--- config.mk ---
export PLATFORM = sky130hd
export DESIGN_NAME = timer_ctrl_flat
export DESIGN_NICKNAME = d
export VERILOG_FILES = /design/src/rtl/timer_ctrl_if.sv /design/src/rtl/timer_ctrl.sv /design/src/flat_wrapper.sv
export SDC_FILE = /design/constraint.sdc
export NUM_CORES = 1
export LEC_CHECK = 0
export CAP_MARGIN = 15
export CORE_MARGIN = 2
export CORE_UTILIZATION = 40
export DETAILED_ROUTE_END_ITERATION = 10
export PLACE_DENSITY_LB_ADDON = 0.2
export SYNTH_ARGS = -nofsm -noshare
export SYNTH_HDL_FRONTEND = slang
export SYNTH_SLANG_ARGS = --single-unit
--- constraint.sdc ---
create_clock -name clk -period 3.25 [get_ports clk]
set_input_delay 0.65 -clock clk [delete_from_list [all_inputs] [get_ports clk]]
set_output_delay 0.65 -clock clk [all_outputs]
set_load 0.005 [all_outputs]
--- src/rtl/timer_ctrl_if.sv ---
// Control and status bundle between register logic and the interval timer.
// The register/control side holds the master modport, and the timer holds the slave modport.
interface timer_ctrl_if #(
    parameter int WIDTH = 8,
    parameter int PRE_W = 4
);
    logic             start;
    logic             stop;
    logic             pause;
    logic             periodic;
    logic [WIDTH-1:0] load_val;
    logic [PRE_W-1:0] prescale;
    logic [WIDTH-1:0] count;
    logic             done;
    logic             busy;
    logic             err;
    logic [1:0]       state;

    modport master (
        output start, stop, pause, periodic, load_val, prescale,
        input  count, done, busy, err, state
    );

    modport slave (
        input  start, stop, pause, periodic, load_val, prescale,
        output count, done, busy, err, state
    );
endinterface

--- src/rtl/timer_ctrl.sv ---
// Programmable interval timer controller.
// A start request captures the terminal value, prescale divisor and mode.
// After that, the count advances once every (prescale+1) cycles.
// When the count reaches the terminal value, the controller raises a done pulse.
module timer_ctrl #(
    parameter int WIDTH = 8,
    parameter int PRE_W = 4
) (
    input  logic         clk,
    input  logic         rst,
    timer_ctrl_if.slave  bus
);

    typedef enum logic [1:0] {
        IDLE   = 2'd0,
        RUN    = 2'd1,
        PAUSED = 2'd2,
        DONE   = 2'd3
    } state_e;

    state_e           state_q;
    logic [WIDTH-1:0] count_q;
    logic [PRE_W-1:0] pre_cnt_q;
    logic [WIDTH-1:0] load_sh_q;
    logic [PRE_W-1:0] prescale_sh_q;
    logic             periodic_sh_q;
    logic             done_q;
    logic             err_q;

    logic             stepDue;
    logic             terminalStep;

    // Detect a prescale rollover and whether that step lands on the terminal value.
    // Because the count stops at load_sh, load_sh-1 never underflows while a run is active.
    always_comb begin
        stepDue      = (pre_cnt_q == prescale_sh_q);
        terminalStep = (count_q == (load_sh_q - WIDTH'(1)));
    end

    // Run the single controller FSM with registered count, pulse and shadow state.
    // A PAUSED cycle that releases pause also advances the count.
    // As a result, each cycle spent with pause high costs exactly one cycle.
    always_ff @(posedge clk) begin
        if (rst) begin
            state_q       <= IDLE;
            count_q       <= '0;
            pre_cnt_q     <= '0;
            load_sh_q     <= '0;
            prescale_sh_q <= '0;
            periodic_sh_q <= 1'b0;
            done_q        <= 1'b0;
            err_q         <= 1'b0;
        end else begin
            done_q <= 1'b0;
            err_q  <= 1'b0;
            case (state_q)
                IDLE, DONE: begin
                    if (bus.stop) begin
                        state_q <= IDLE;
                        count_q <= '0;
                    end else if (bus.start) begin
                        if (bus.load_val != '0) begin
                            load_sh_q     <= bus.load_val;
                            prescale_sh_q <= bus.prescale;
                            periodic_sh_q <= bus.periodic;
                            count_q       <= '0;
                            pre_cnt_q     <= '0;
                            state_q       <= RUN;
                        end else begin
                            err_q <= 1'b1;
                        end
                    end
                end
                RUN, PAUSED: begin
                    if (bus.stop) begin
                        state_q   <= IDLE;
                        count_q   <= '0;
                        pre_cnt_q <= '0;
                    end else if (bus.pause) begin
                        state_q <= PAUSED;
                    end else if (stepDue) begin
                        pre_cnt_q <= '0;
                        if (terminalStep) begin
                            done_q <= 1'b1;
                            if (periodic_sh_q) begin
                                count_q <= '0;
                                state_q <= RUN;
                            end else begin
                                count_q <= load_sh_q;
                                state_q <= DONE;
                            end
                        end else begin
                            count_q <= count_q + WIDTH'(1);
                            state_q <= RUN;
                        end
                    end else begin
                        pre_cnt_q <= pre_cnt_q + PRE_W'(1);
                        state_q   <= RUN;
                    end
                end
                default: state_q <= IDLE;
            endcase
        end
    end

    assign bus.count = count_q;
    assign bus.done  = done_q;
    assign bus.err   = err_q;
    assign bus.state = state_q;
    assign bus.busy  = (state_q == RUN) || (state_q == PAUSED);

endmodule

--- src/flat_wrapper.sv ---
// flat-port wrapper written by rule: the top's interface ports become plain ports
module timer_ctrl_flat 
#(
    parameter int WIDTH = 8,
    parameter int PRE_W = 4
)
  (clk, rst, bus_start, bus_stop, bus_pause, bus_periodic, bus_load_val, bus_prescale, bus_count, bus_done, bus_busy, bus_err, bus_state);
  timer_ctrl_if #(.WIDTH(WIDTH), .PRE_W(PRE_W)) bus_i ();
  input  logic clk;
  input  logic rst;
  input wire logic [$bits(bus_i.start)-1:0] bus_start;
  input wire logic [$bits(bus_i.stop)-1:0] bus_stop;
  input wire logic [$bits(bus_i.pause)-1:0] bus_pause;
  input wire logic [$bits(bus_i.periodic)-1:0] bus_periodic;
  input wire logic [$bits(bus_i.load_val)-1:0] bus_load_val;
  input wire logic [$bits(bus_i.prescale)-1:0] bus_prescale;
  output wire logic [$bits(bus_i.count)-1:0] bus_count;
  output wire logic [$bits(bus_i.done)-1:0] bus_done;
  output wire logic [$bits(bus_i.busy)-1:0] bus_busy;
  output wire logic [$bits(bus_i.err)-1:0] bus_err;
  output wire logic [$bits(bus_i.state)-1:0] bus_state;
  assign bus_i.start = bus_start;
  assign bus_i.stop = bus_stop;
  assign bus_i.pause = bus_pause;
  assign bus_i.periodic = bus_periodic;
  assign bus_i.load_val = bus_load_val;
  assign bus_i.prescale = bus_prescale;
  assign bus_count = bus_i.count;
  assign bus_done = bus_i.done;
  assign bus_busy = bus_i.busy;
  assign bus_err = bus_i.err;
  assign bus_state = bus_i.state;
  timer_ctrl #(.WIDTH(WIDTH), .PRE_W(PRE_W)) u_core (.clk(clk), .rst(rst), .bus(bus_i));
endmodule
==> results.tsv, run 1 <==
metric	value	unit
status	complete, no violations	
worstSetupStartpoint	bus_load_val[2]	
clock_skew	3.83	ps
ys_seq_elements	29	
overflow	0	
via_per_inst	5.13	
ff2ff_setup_slack	830	ps
tightest_slew	564	ps
worst_hold_slack	525	ps
ys_warn_count	0	
dieWidth	68.2	um
vdd_drop_max	0.268	mV
fin_util	53.1	%
async_flop_share	0	%
drt_wl_total	3.63	mm
htreeDepth	2	
worstPathRequired	3480	ps
synth_top_area_cell	dfxtp_1	
path_class	in2reg	
clock_sinks	29	
drc	0	
endpoint_kind	register	
synth_cell_types	45	
gp_congestion	0.835	
numCtsBuffers	5	
fin_crit	2570	ps
synthTopCellsByArea	dfxtp_1 (35%), mux2i_1 (7.9%), nor2_1 (5.9%)	
post_drt_wl_per_cell	13.2	um
endpoint	u_core.bus.count[4]	
postCtsSetupRepairBufs	0	
slew_headroom	62.4	%
crit_chain	clkdlybuf4s50_1 -> or4_1 -> o21ai_1 -> nor2_1 -> a2111oi_4 -> o21a_1 -> a221o_1	
final_cell_count_no_fill	275	
drtPass1Iterations	4	
placed_cells	267	
clock_latency	280	ps
r2r-end	u_core.bus.count[4]	
holdCritStartpoint	u_core.prescale_sh_q[3]	
num_rows	23	
power_leakage	0.817	nW
antenna_cells	0	
antenna_found_initial	0	
worstHoldPathCells	2	
timing.rr.start	u_core.load_sh_q[0]	
synth_common_cells	dfxtp_1 (29), nor2_1 (26), mux2i_1 (13)	
syn-num-nets	210	
antenna_left	0	
avgSynthCellArea	8.71	um^2
synth_area	1650	um^2
maxCapViolations	0	
dp_hpwl	2.77	mm
rsz0062_at_grt	no	
synth_cells	189	
power	0.000821	W
cts-root-buf	clkbuf_8	
arrival	2800	ps
clk_pin_slew	60	ps
synthDominantCellAreaShare	35.3	%
crit_slowest_cell	a2111oi_4	
cp_top_family	compound AO/OA/AOI/OAI gates	
rr_worst_depth	8	
nFillCells	386	
syn2layout_area_growth	28.1	%
io_pins	31	
drt_first_iter_violations	70	
power-per-cell-area	389	nW/um^2
finalSetupViolations	0	
grt_max_degree	16	
yosysMostFrequentCell	dfxtp_1	
timing.fmax	0.389	GHz
drv_slew	0	
vias	1410	
finalSetupTns	0	ps
initial_core_util	41.5	%
drive_gt1_share	9.33	%
cts_tree	done	
core	3970	um^2
post-route-period-util	79.0	%
synth_edf_count	0	
cts_resized	0	
cpPeakStageDelay	580	ps
start_kind	input port	
dieArea	4650	um^2
grt_pass1_wl	6.06	mm
first_global_vias	1266	
ys_seq_area_share	35.3	%
cts_buffer_depth	2	
hold_path.class	reg2reg	
synth_ff_type	dfxtp_1	
portBuffers	30	
finalHoldViolations	0	
crit_path_max_fanout	8	
nets	245	
worstPathBufferInverterCount	1	
cp.depth	7	
cts.hold.buffers_added	0	
grtUsageTotal	18.0	%
die-height	68.2	um
==> worst min-delay path: stages, from the launching register on <==
cell	delay (ps)
dfxtp_1	340
mux2i_1	80
nor2_1	70
==> cell usage in the layout, fill, tap and decap left out, drive strengths merged, types with 4 or more instances in the layout <==
cell           instances
clkbuf                 7
nor3                   6
clkdlybuf4s50         30
and3                   4
nand2                  9
nor2                  27
nor4                   4
buf                    4
nand3                  7
mux2i                 13
a21oi                  6
and2                   7
dfxtp                 29
o21ai                 10
inv                    7
xor2                   8
xnor2                 10
==> cell families (layout without fill, tap and decap cells) <==
kind of cell	count (synthesis)	after routing	synth area share, %
compound gates	36	36	16.3
flops	29	29	35.3
xor+xnor	18	18	9.57
buf+inv	13	49	3.49
mux	13	13	7.90
simple gates	77	77	25.2
fa+ha+maj	3	3	2.28
==> through the flow <==
| stage | cell area (um^2) | worst slack (ps) |
|---|---|---|
| finish | 2110 | 682 |
| global route | 2110 | 523 |
| CTS | 2110 | 668 |
| detailed placement | 2010 | 362 |
| global placement | 2010 | 393 |
| floorplan | 1650 | 869 |
==> power by group <==
part | switching [W] | internal (W) | leakage [nW] | total (W)
registers | 0.0000116 | 0.000365 | 0.235 | 0.000377
logic | 0.0000584 | 0.0000614 | 0.528 | 0.000120
clock network | 0.000134 | 0.000191 | 0.0542 | 0.000325
total | 0.000204 | 0.000617 | 0.817 | 0.000821
==> flip-flops by register name (all words and copies together), names as in the netlist <==
register	cells
u_core.pre_cnt_q	4
u_core.periodic_sh_q	1
u_core.prescale_sh_q	4
u_core.bus.state	2
u_core.bus.done	1
u_core.bus.err	1
u_core.load_sh_q	8
u_core.bus.count	8
==> area by class of cell <==
cell class	instances	area, um^2	share of cell area (%)
Clock inverter	1	5.00	0.237
Tap cell	50	62.6	2.97
Multi-Input combinational cell	147	1010	47.8
Sequential cell	29	581	27.5
Timing Repair Buffer	34	330	15.7
Inverter	7	26.3	1.25
Clock buffer	7	96.3	4.57
==> per-layer routing <==
layer	part of all wire [%]	GRT usage, %	vias up
met5	0	0	-
met4	0.91	7.50	0
met3	3.8	6.41	2
met2	42	25.5	26
met1	53	24.5	631
li1	-	-	751
==> how the worst min path moves through the flow <==
| stage | to | slack (ps) |
|---|---|---|
| 6_report | u_core.prescale_sh_q[3] | 530 |
| 2_1_floorplan | u_core.periodic_sh_q | 480 |
| 5_1_grt | u_core.prescale_sh_q[1] | 570 |
| 3_5_place_dp | u_core.prescale_sh_q[3] | 500 |
| 3_3_place_gp | u_core.prescale_sh_q[0] | 500 |
| 4_1_cts | u_core.prescale_sh_q[3] | 520 |
No activity file was read; power rests on OpenSTA's default activity.
==> run 2, diff against run 1 <==
==> constraint.sdc (replaced) <==
create_clock -name clk -period 2.41 [get_ports clk]
set_input_delay 0.482 -clock clk [delete_from_list [all_inputs] [get_ports clk]]
set_output_delay 0.482 -clock clk [all_outputs]
set_load 0.005 [all_outputs]
==> run 2 against run 1 <==
  * First-iteration DRC count is 17% higher
  * Clock skew is 1.3 ps lower
  * Die area stayed put
==> results.tsv, run 2 (synthesis results as in run 1) <==
metric	value	unit	change
status	complete, no violations		
dp_hpwl	2.88	mm	+4.1%
timing.fmax	0.430	GHz	
endpoint_kind	register		
nets	265		+8.2%
start_kind	register		
fin_crit	2320	ps	
nFillCells	388		+0.52%
ff2ff_setup_slack	90	ps	-740 ps
dieWidth	68.2	um	unchanged
path_class	reg2reg		
power_frac_clock	42.8	%	+3.2 points
power	0.00121	W	+48%
finalHoldViolations	0		unchanged
switchingPower	0.000282	W	+38%
clk_pin_slew	60	ps	about the same
gr-usage-met1	27.2	%	+2.7 points
tightest_slew	515	ps	-49.9 ps
drtPass1Iterations	4		unchanged
clock_sinks	29		unchanged
drt_wl_total	3.83	mm	+5.6%
finalSetupTns	0	ps	unchanged
drt_first_iter_violations	82		+17%
maxCapViolations	0		unchanged
overflow	0		unchanged
initial_core_util	41.5	%	unchanged
io_pins	31		unchanged
worstPathRequired	2580	ps	-900 ps
via_per_inst	5.10		-0.56%
final_common_cell	clkdlybuf4s50_1		
final_cell_mix	clkdlybuf4s50_1 (30), dfxtp_1 (27), nor2_1 (26), buf_4 (23), mux2i_1 (13)		
antenna_left	0		unchanged
drc	0		unchanged
core	3970	um^2	unchanged
clock_latency	280	ps	about the same
drive_gt1_share	18.4	%	+9.0 points
swShare	23.3	%	-1.6 points
post-route-period-util	96.4	%	
cts-root-buf	clkbuf_8		
numCtsBuffers	5		unchanged
portBuffers	30		unchanged
dieArea	4650	um^2	unchanged
die-height	68.2	um	unchanged
vdd_drop_max	0.390	mV	+45%
htreeDepth	2		unchanged
antenna_found_initial	0		unchanged
pwr-share-seq	41.6	%	-4.2 points
first_global_vias	1412		+12%
post_drt_wl_per_cell	13.0	um	-1.6%
antenna_cells	0		unchanged
power_leakage	0.921	nW	+13%
cts_tree	done		
num_rows	23		unchanged
grtUsageTotal	19.3	%	+1.3 points
arrival	2490	ps	-310 ps
grt-busiest-layer	met2		
power-per-cell-area	529	nW/um^2	+36%
syn2layout_area_growth	39.3	%	
pwr-share-comb	15.6	%	+1.0 points
slew_headroom	65.4	%	+3.0 points
cts.hold.buffers_added	0		unchanged
use_met3	4.44	%	-2.0 points
p_int	0.000930	W	+51%
met2_usage	29.0	%	+3.5 points
hold_path.class	reg2reg		
cts_buffer_depth	2		unchanged
finalSetupViolations	0		unchanged
grt_pass1_wl	6.64	mm	+9.7%
crit_path_max_fanout	6		-2
drv_slew	0		unchanged
gp_congestion	0.831		-0.55%
clock_skew	2.49	ps	-1.34 ps
vias	1504		+6.7%
grt_max_degree	16		unchanged
==> run 2: routing by layer <==
| metal | vias to the layer above | part of all wire (%) |
|---|---|---|
| met5 | - | 0 |
| met4 | 0 | 1.4 |
| met3 | 8 | 4.1 |
| met2 | 33 | 44 |
| met1 | 674 | 50 |
| li1 | 789 | - |
==> run 2: power groups by stage <==
| stage | sequential [W] | combinational, W | clock (W) |
|---|---|---|---|
| finish | 0.000504 | 0.000189 | 0.000519 |
| global route | 0.000506 | 0.000212 | 0.000546 |
| CTS | 0.000504 | 0.000188 | 0.000526 |
| detailed placement | 0.000514 | 0.000186 | 0 |
| global placement | 0.000514 | 0.000186 | 0 |
| floorplan | 0.000513 | 0.000103 | 0 |
==> run 2: what timing repair did <==
item,4_1_cts,5_1_grt
endpoints found under the setup margin,0,7
setup buffers,0,3
resized for setup,0,6
==> run 2: area by class of cell <==
| type | instances | area [um^2] | area share, % |
|---|---|---|---|
| Clock buffer | 7 | 86.3 | 3.76 |
| Clock inverter | 1 | 30.0 | 1.31 |
| Inverter | 7 | 26.3 | 1.15 |
| Multi-Input combinational cell | 147 | 1030 | 44.8 |
| Sequential cell | 29 | 583 | 25.4 |
| Tap cell | 50 | 62.6 | 2.73 |
| Timing Repair Buffer | 54 | 478 | 20.8 |
==> run 2: through the flow <==
step	hold WS [ps]	std cells	util, %	worst slack, ps	cell area (um^2)
6_report	520	295	57.8	86.7	2290
5_1_grt	552	295	57.8	-5.73	2290
4_1_cts	525	292	56.7	56.4	2250
3_5_place_dp	509	284	53.8	-141	2140
3_3_place_gp	502	284	53.8	-131	2140
2_1_floorplan	476	189	-	45.8	1650
==> run 2: critical path, stage by stage, from the launching register on <==
cell      delay (ps)
dfxtp_2          330
nor3_2           200
a21boi_1         110
or4_1            510
o311a_2          160
or3_4            430
and2_4           170
a221o_1          300
==> run 2: path summary, 6_finish.rpt <==
kind | from | cells after the start | to
setup / recovery | u_core.load_sh_q[0] | 7 | u_core.bus.count[4]
hold / removal | u_core.prescale_sh_q[1] | 2 | u_core.prescale_sh_q[1]
setup reg to reg | u_core.load_sh_q[0] | 7 | u_core.bus.count[4]
hold reg to reg | u_core.prescale_sh_q[1] | 2 | u_core.prescale_sh_q[1]
==> RTL edit 1: new RTL, config.mk and constraints of run 2 <==
`WIDTH` is set to 8 in 3 places; all go to 10.
--- a/src/rtl/timer_ctrl_if.sv
+++ b/src/rtl/timer_ctrl_if.sv
@@ -2,5 +2,5 @@
 // The register/control side holds the master modport, and the timer holds the slave modport.
 interface timer_ctrl_if #(
-    parameter int WIDTH = 8,
+    parameter int WIDTH = 10,
     parameter int PRE_W = 4
 );
--- a/src/rtl/timer_ctrl.sv
+++ b/src/rtl/timer_ctrl.sv
@@ -4,5 +4,5 @@
 // When the count reaches the terminal value, the controller raises a done pulse.
 module timer_ctrl #(
-    parameter int WIDTH = 8,
+    parameter int WIDTH = 10,
     parameter int PRE_W = 4
 ) (
--- a/src/flat_wrapper.sv
+++ b/src/flat_wrapper.sv
@@ -2,5 +2,5 @@
 module timer_ctrl_flat 
 #(
-    parameter int WIDTH = 8,
+    parameter int WIDTH = 10,
     parameter int PRE_W = 4
 )
Interface: changed (resized bus_count and bus_load_val); port bits go from 31 to 35. The function was not compared with the original's and may differ.
==> RTL edit 1 against run 2 <==
The run now ends with setup timing left; global-route usage is 0.12 points lower; area after synthesis grew 17%; synthesized cell count rose by 22%; wire length up 30%; non-clock buffer count grew 17; sequential cell count grew 4; worst setup slack got worse by 0.16 ns; total power is 17% higher; final area increased by 22%; largest power group is now registers; highest routed layer unchanged.
==> RTL edit 1: results (changes against run 2) <==
finish:
  clockNetworkAreaShare: 0.0417  # -0.00907
  drive_above_1_share: 0.227  # +0.0430
  syn2layout_area_growth_pct: 45.4
  nNonClkBuffers: 71  # +31%
  fillers: 423  # +9.0%
  final_nets: 322  # +22%
  multi_input_gates: 179  # +22%
  seq_share: 0.238  # -0.0159
run_status:
  violations: "setup timing"
  status: "complete, but fails checks"
drt:
  drtIter0Drc: 100  # +22%
  wl_met1_mm: 2.45  # +27%
  wl_met3_microns: 205  # +29%
  vias: 1934  # +29%
  wl_per_cell_microns: 14.1  # +8.5%
  drt-total-wl_mm: 4.99  # +30%
global_routing:
  grt_pass1_wl_mm: 8.05  # +21%
  grt_start_max_net_pins: 20  # +4
  first_global_vias: 1696  # +20%
  grt_use_total: 0.192  # -0.00117
logic_synthesis:
  synth_adder_area_share: 0.0195  # -0.00325
  yosysSeqAreaShare: 0.344  # -0.00861
  synth.area.mux_share: 0.0834  # +0.00436
  syn_inst: 230  # +22%
  syn_area_sq_mm: 0.00192  # +17%
  ys_types: 50  # +11%
  synth_xor_area_frac: 0.0958  # about the same
  synth-compound-area-share: 0.153  # -0.0103
  yosys-top-cells-count: "nor2_1 (34), dfxtp_1 (33), mux2i_1 (16), xnor2_1 (16), nand3_1 (13)"
placed_design:
  gp_congestion: 0.889  # +7.0%
  dpl_cell_area_sq_mm: 0.00260  # +22%
  dp_hpwl_mm: 3.75  # +30%
  dp_slack_ns: -0.147  # -0.00536 ns
sta:
  max_slew_margin: 0.740  # +0.0866
  setup_violations: 3  # +3
  finalSetupTns_ns: -0.0769  # -0.0769 ns
  skew_ns: 0.00873  # +0.00624 ns
  finalWorstSetupSlack_ns: -0.0724  # -0.159 ns
pwr:
  peakVddDrop_v: 0.000425  # +9.1%
  leakage_nw: 1.13  # +23%
critical_path:
  critPathArrivalTime_ns: 2.66  # +0.17 ns
  path_max_fanout: 9  # +3
clock_tree:
  cts.sinks: 33  # +14%
  clk_pin_slew_worst_paths_ns: 0.08  # +0.02 ns
[RTL edit 1: cell count changes after synthesis, moves of 3 or more]
cell            run 2  this run
dfxtp_1            29        33
o21ai_0             8         3
nor2_1             26        34
mux2i_1            13        16
and2_1              6         2
nor3_1              4        10
xnor2_1            10        16
a31oi_1             0         3
inv_1               6         9
xor2_1              8         5
nand3_1             7        13
[RTL edit 1: repair_timing]
action | in CTS | in global routing
buffers inserted | 0 | 2
setup endpoints to repair | 9 | 11
pin swaps | 3 | 5
gates resized for setup | 5 | 10
[RTL edit 1: worst paths after layout]
kind                            slack (ns)  depth (start not counted)                 endpoint                     from
worst min register to register        0.52                          2  u_core.prescale_sh_q[3]  u_core.prescale_sh_q[3]
worst max-delay path                 -0.07                          9      u_core.bus.count[7]      u_core.load_sh_q[0]
worst max register to register       -0.07                          9      u_core.bus.count[7]      u_core.load_sh_q[0]
worst min-delay path                  0.52                          2  u_core.prescale_sh_q[3]  u_core.prescale_sh_q[3]
[RTL edit 1: power by group]
group / internal [mW] / switching (mW)
Sequential: 0.561 / 0.0169
Clock: 0.337 / 0.211
Combinational: 0.158 / 0.132
[RTL edit 1: worst max-delay path, cell delays in order (launching register included)]
cell and delay (ns):
dfxtp_4 0.34, inv_2 0.06, ha_4 0.12, or3b_4 0.39, or4_4 0.42, a22oi_2 0.20
nand2_2 0.10, or3_4 0.40, a32oi_2 0.26, o21ai_1 0.09
[RTL edit 1: layer usage]
metal / track usage / vias up
met3: 0.0425 / 5
met4: 0.0525 / 0
li1: - / 977
met5: 0 / -
met2: 0.287 / 44
met1: 0.277 / 908
[RTL edit 1: cells by family (layout without fill, tap and decap cells)]
family,count (synthesis),count (layout)
fa+ha+maj,3,3
mux,16,16
xor+xnor,21,21
flops,33,33
buf+inv,18,88
compound gates,41,41
simple gates,98,98
==> RTL edit 2: new RTL, settings of run 2 <==
Without the edit above. Make the reset (`rst`) asynchronous in one clocked block.
--- a/src/rtl/timer_ctrl.sv
+++ b/src/rtl/timer_ctrl.sv
@@ -41,5 +41,5 @@
     // A PAUSED cycle that releases pause also advances the count.
     // As a result, each cycle spent with pause high costs exactly one cycle.
-    always_ff @(posedge clk) begin
+    always_ff @(posedge clk or posedge rst) begin
         if (rst) begin
             state_q       <= IDLE;
Formal check against the unedited RTL: differs if rst is asserted again (counterexample within 4 cycles, from zero or initial values and one cycle with rst high); with rst held inactive, the same outputs for 4 cycles.
==> RTL edit 2 against run 2 <==
Wire length increased by 5.8%; critical endpoint is now u_core.bus.count[2]; critical path type unchanged; sequential cell count unchanged; worst setup slack improved by 0.0064 ns; final cell count decreased by 1.7%; final area increased by 4.6%; clock skew increased by 0.0089 ns; first-iteration DRC count decreased by 7.3%; area after synthesis increased by 6.3%.
Power is not compared: it rests on default switching activity, and its combinational part moved more than twofold at a synthesized area within 25%.
==> RTL edit 2: results (changes against run 2) <==
drt:
  vias: 1551  # +3.1%
  drtIter0Drc: 76  # -7.3%
  drt-total-wl_mm: 4.05  # +5.8%
global_routing:
  first_global_vias: 1541  # +9.1%
  grt_start_max_net_pins: 30  # +14
  grt_pass1_wl_mm: 7.02  # +5.7%
critical_path:
  crit_path_end: "u_core.bus.count[2]"
  reg2reg_from: "u_core.load_sh_q[0]"
  path_delay_family: "compound AO/OA/AOI/OAI gates"
  path_max_fanout: 7  # +1
  max_stage_delay_ns: 0.55  # +0.04 ns
  crit_slowest_cell: "a2111oi_4"
finish:
  final_cells: 290  # -1.7%
  clockNetworkAreaShare: 0.0423  # -0.00848
  seq_cells: 29  # unchanged
  drive_above_1_share: 0.210  # +0.0264
  fillers: 372  # -4.1%
  buf_share: 0.206  # -0.00287
  multi_input_gates: 141  # -4.1%
logic_synthesis:
  yosysSeqAreaShare: 0.415  # +0.0620
  avgSynthCellArea_sq_um: 9.67  # +11%
  async_flop_share: 1.00  # +1.00
  yosys-top-cells-area: "dfrtp_1 (41%), xor2_1 (5.5%), nand2_1 (4.1%)"
  yosys-top-cells-count: "dfrtp_1 (29), nand2_1 (19), nand3_1 (12), nor2_1 (12), xor2_1 (11)"
  synthFlopType: "dfrtp_1"
placed_design:
  post-place-cells: 279  # -1.8%
  dpl_cell_area_sq_mm: 0.00226  # +5.6%
  dp_hpwl_mm: 3.01  # +4.6%
run_status:
  status: "complete, no violations"
min_path:
  min_path_cells: 1  # -1
  worstHoldStart: "u_core.prescale_sh_q[1]"
sta:
  skew_ns: 0.0114  # +0.00888 ns
  worst_pin_slew_ns: 0.499  # -0.0159 ns
## RTL edit 2: kinds of logic after synthesis
logic type                 synth area share
AOI/OAI and AO/OA                     0.143
xor gates and xnor gates             0.0801
adders and majority gates            0.0214
buffers and inverters                0.0300
DFF                                   0.415
muxes                                0.0765
and+or+nand+nor                       0.234
## RTL edit 2: repair_timing
item,4_1_cts,5_1_grt
buffers inserted,0,3
setup endpoints to repair,0,9
gates resized for setup,0,5
## RTL edit 2: stage by stage
step	hold slack, ns	util	worst slack [ns]
floorplan	0.478	-	0.252
global placement	0.499	0.525	-0.0352
detailed placement	0.504	0.525	-0.0637
global route	0.538	0.559	-0.0481
finish	0.509	0.559	0.0931
CTS	0.519	0.549	0.00382
## RTL edit 2: routing by layer
| layer | part of all wire | global-route usage | vias up |
|---|---|---|---|
| li1 | - | - | 767 |
| met1 | 0.48 | 0.225 | 747 |
| met2 | 0.47 | 0.297 | 31 |
| met3 | 0.038 | 0.0476 | 6 |
| met4 | 0.014 | 0.0641 | 0 |
| met5 | 0 | 0 | - |
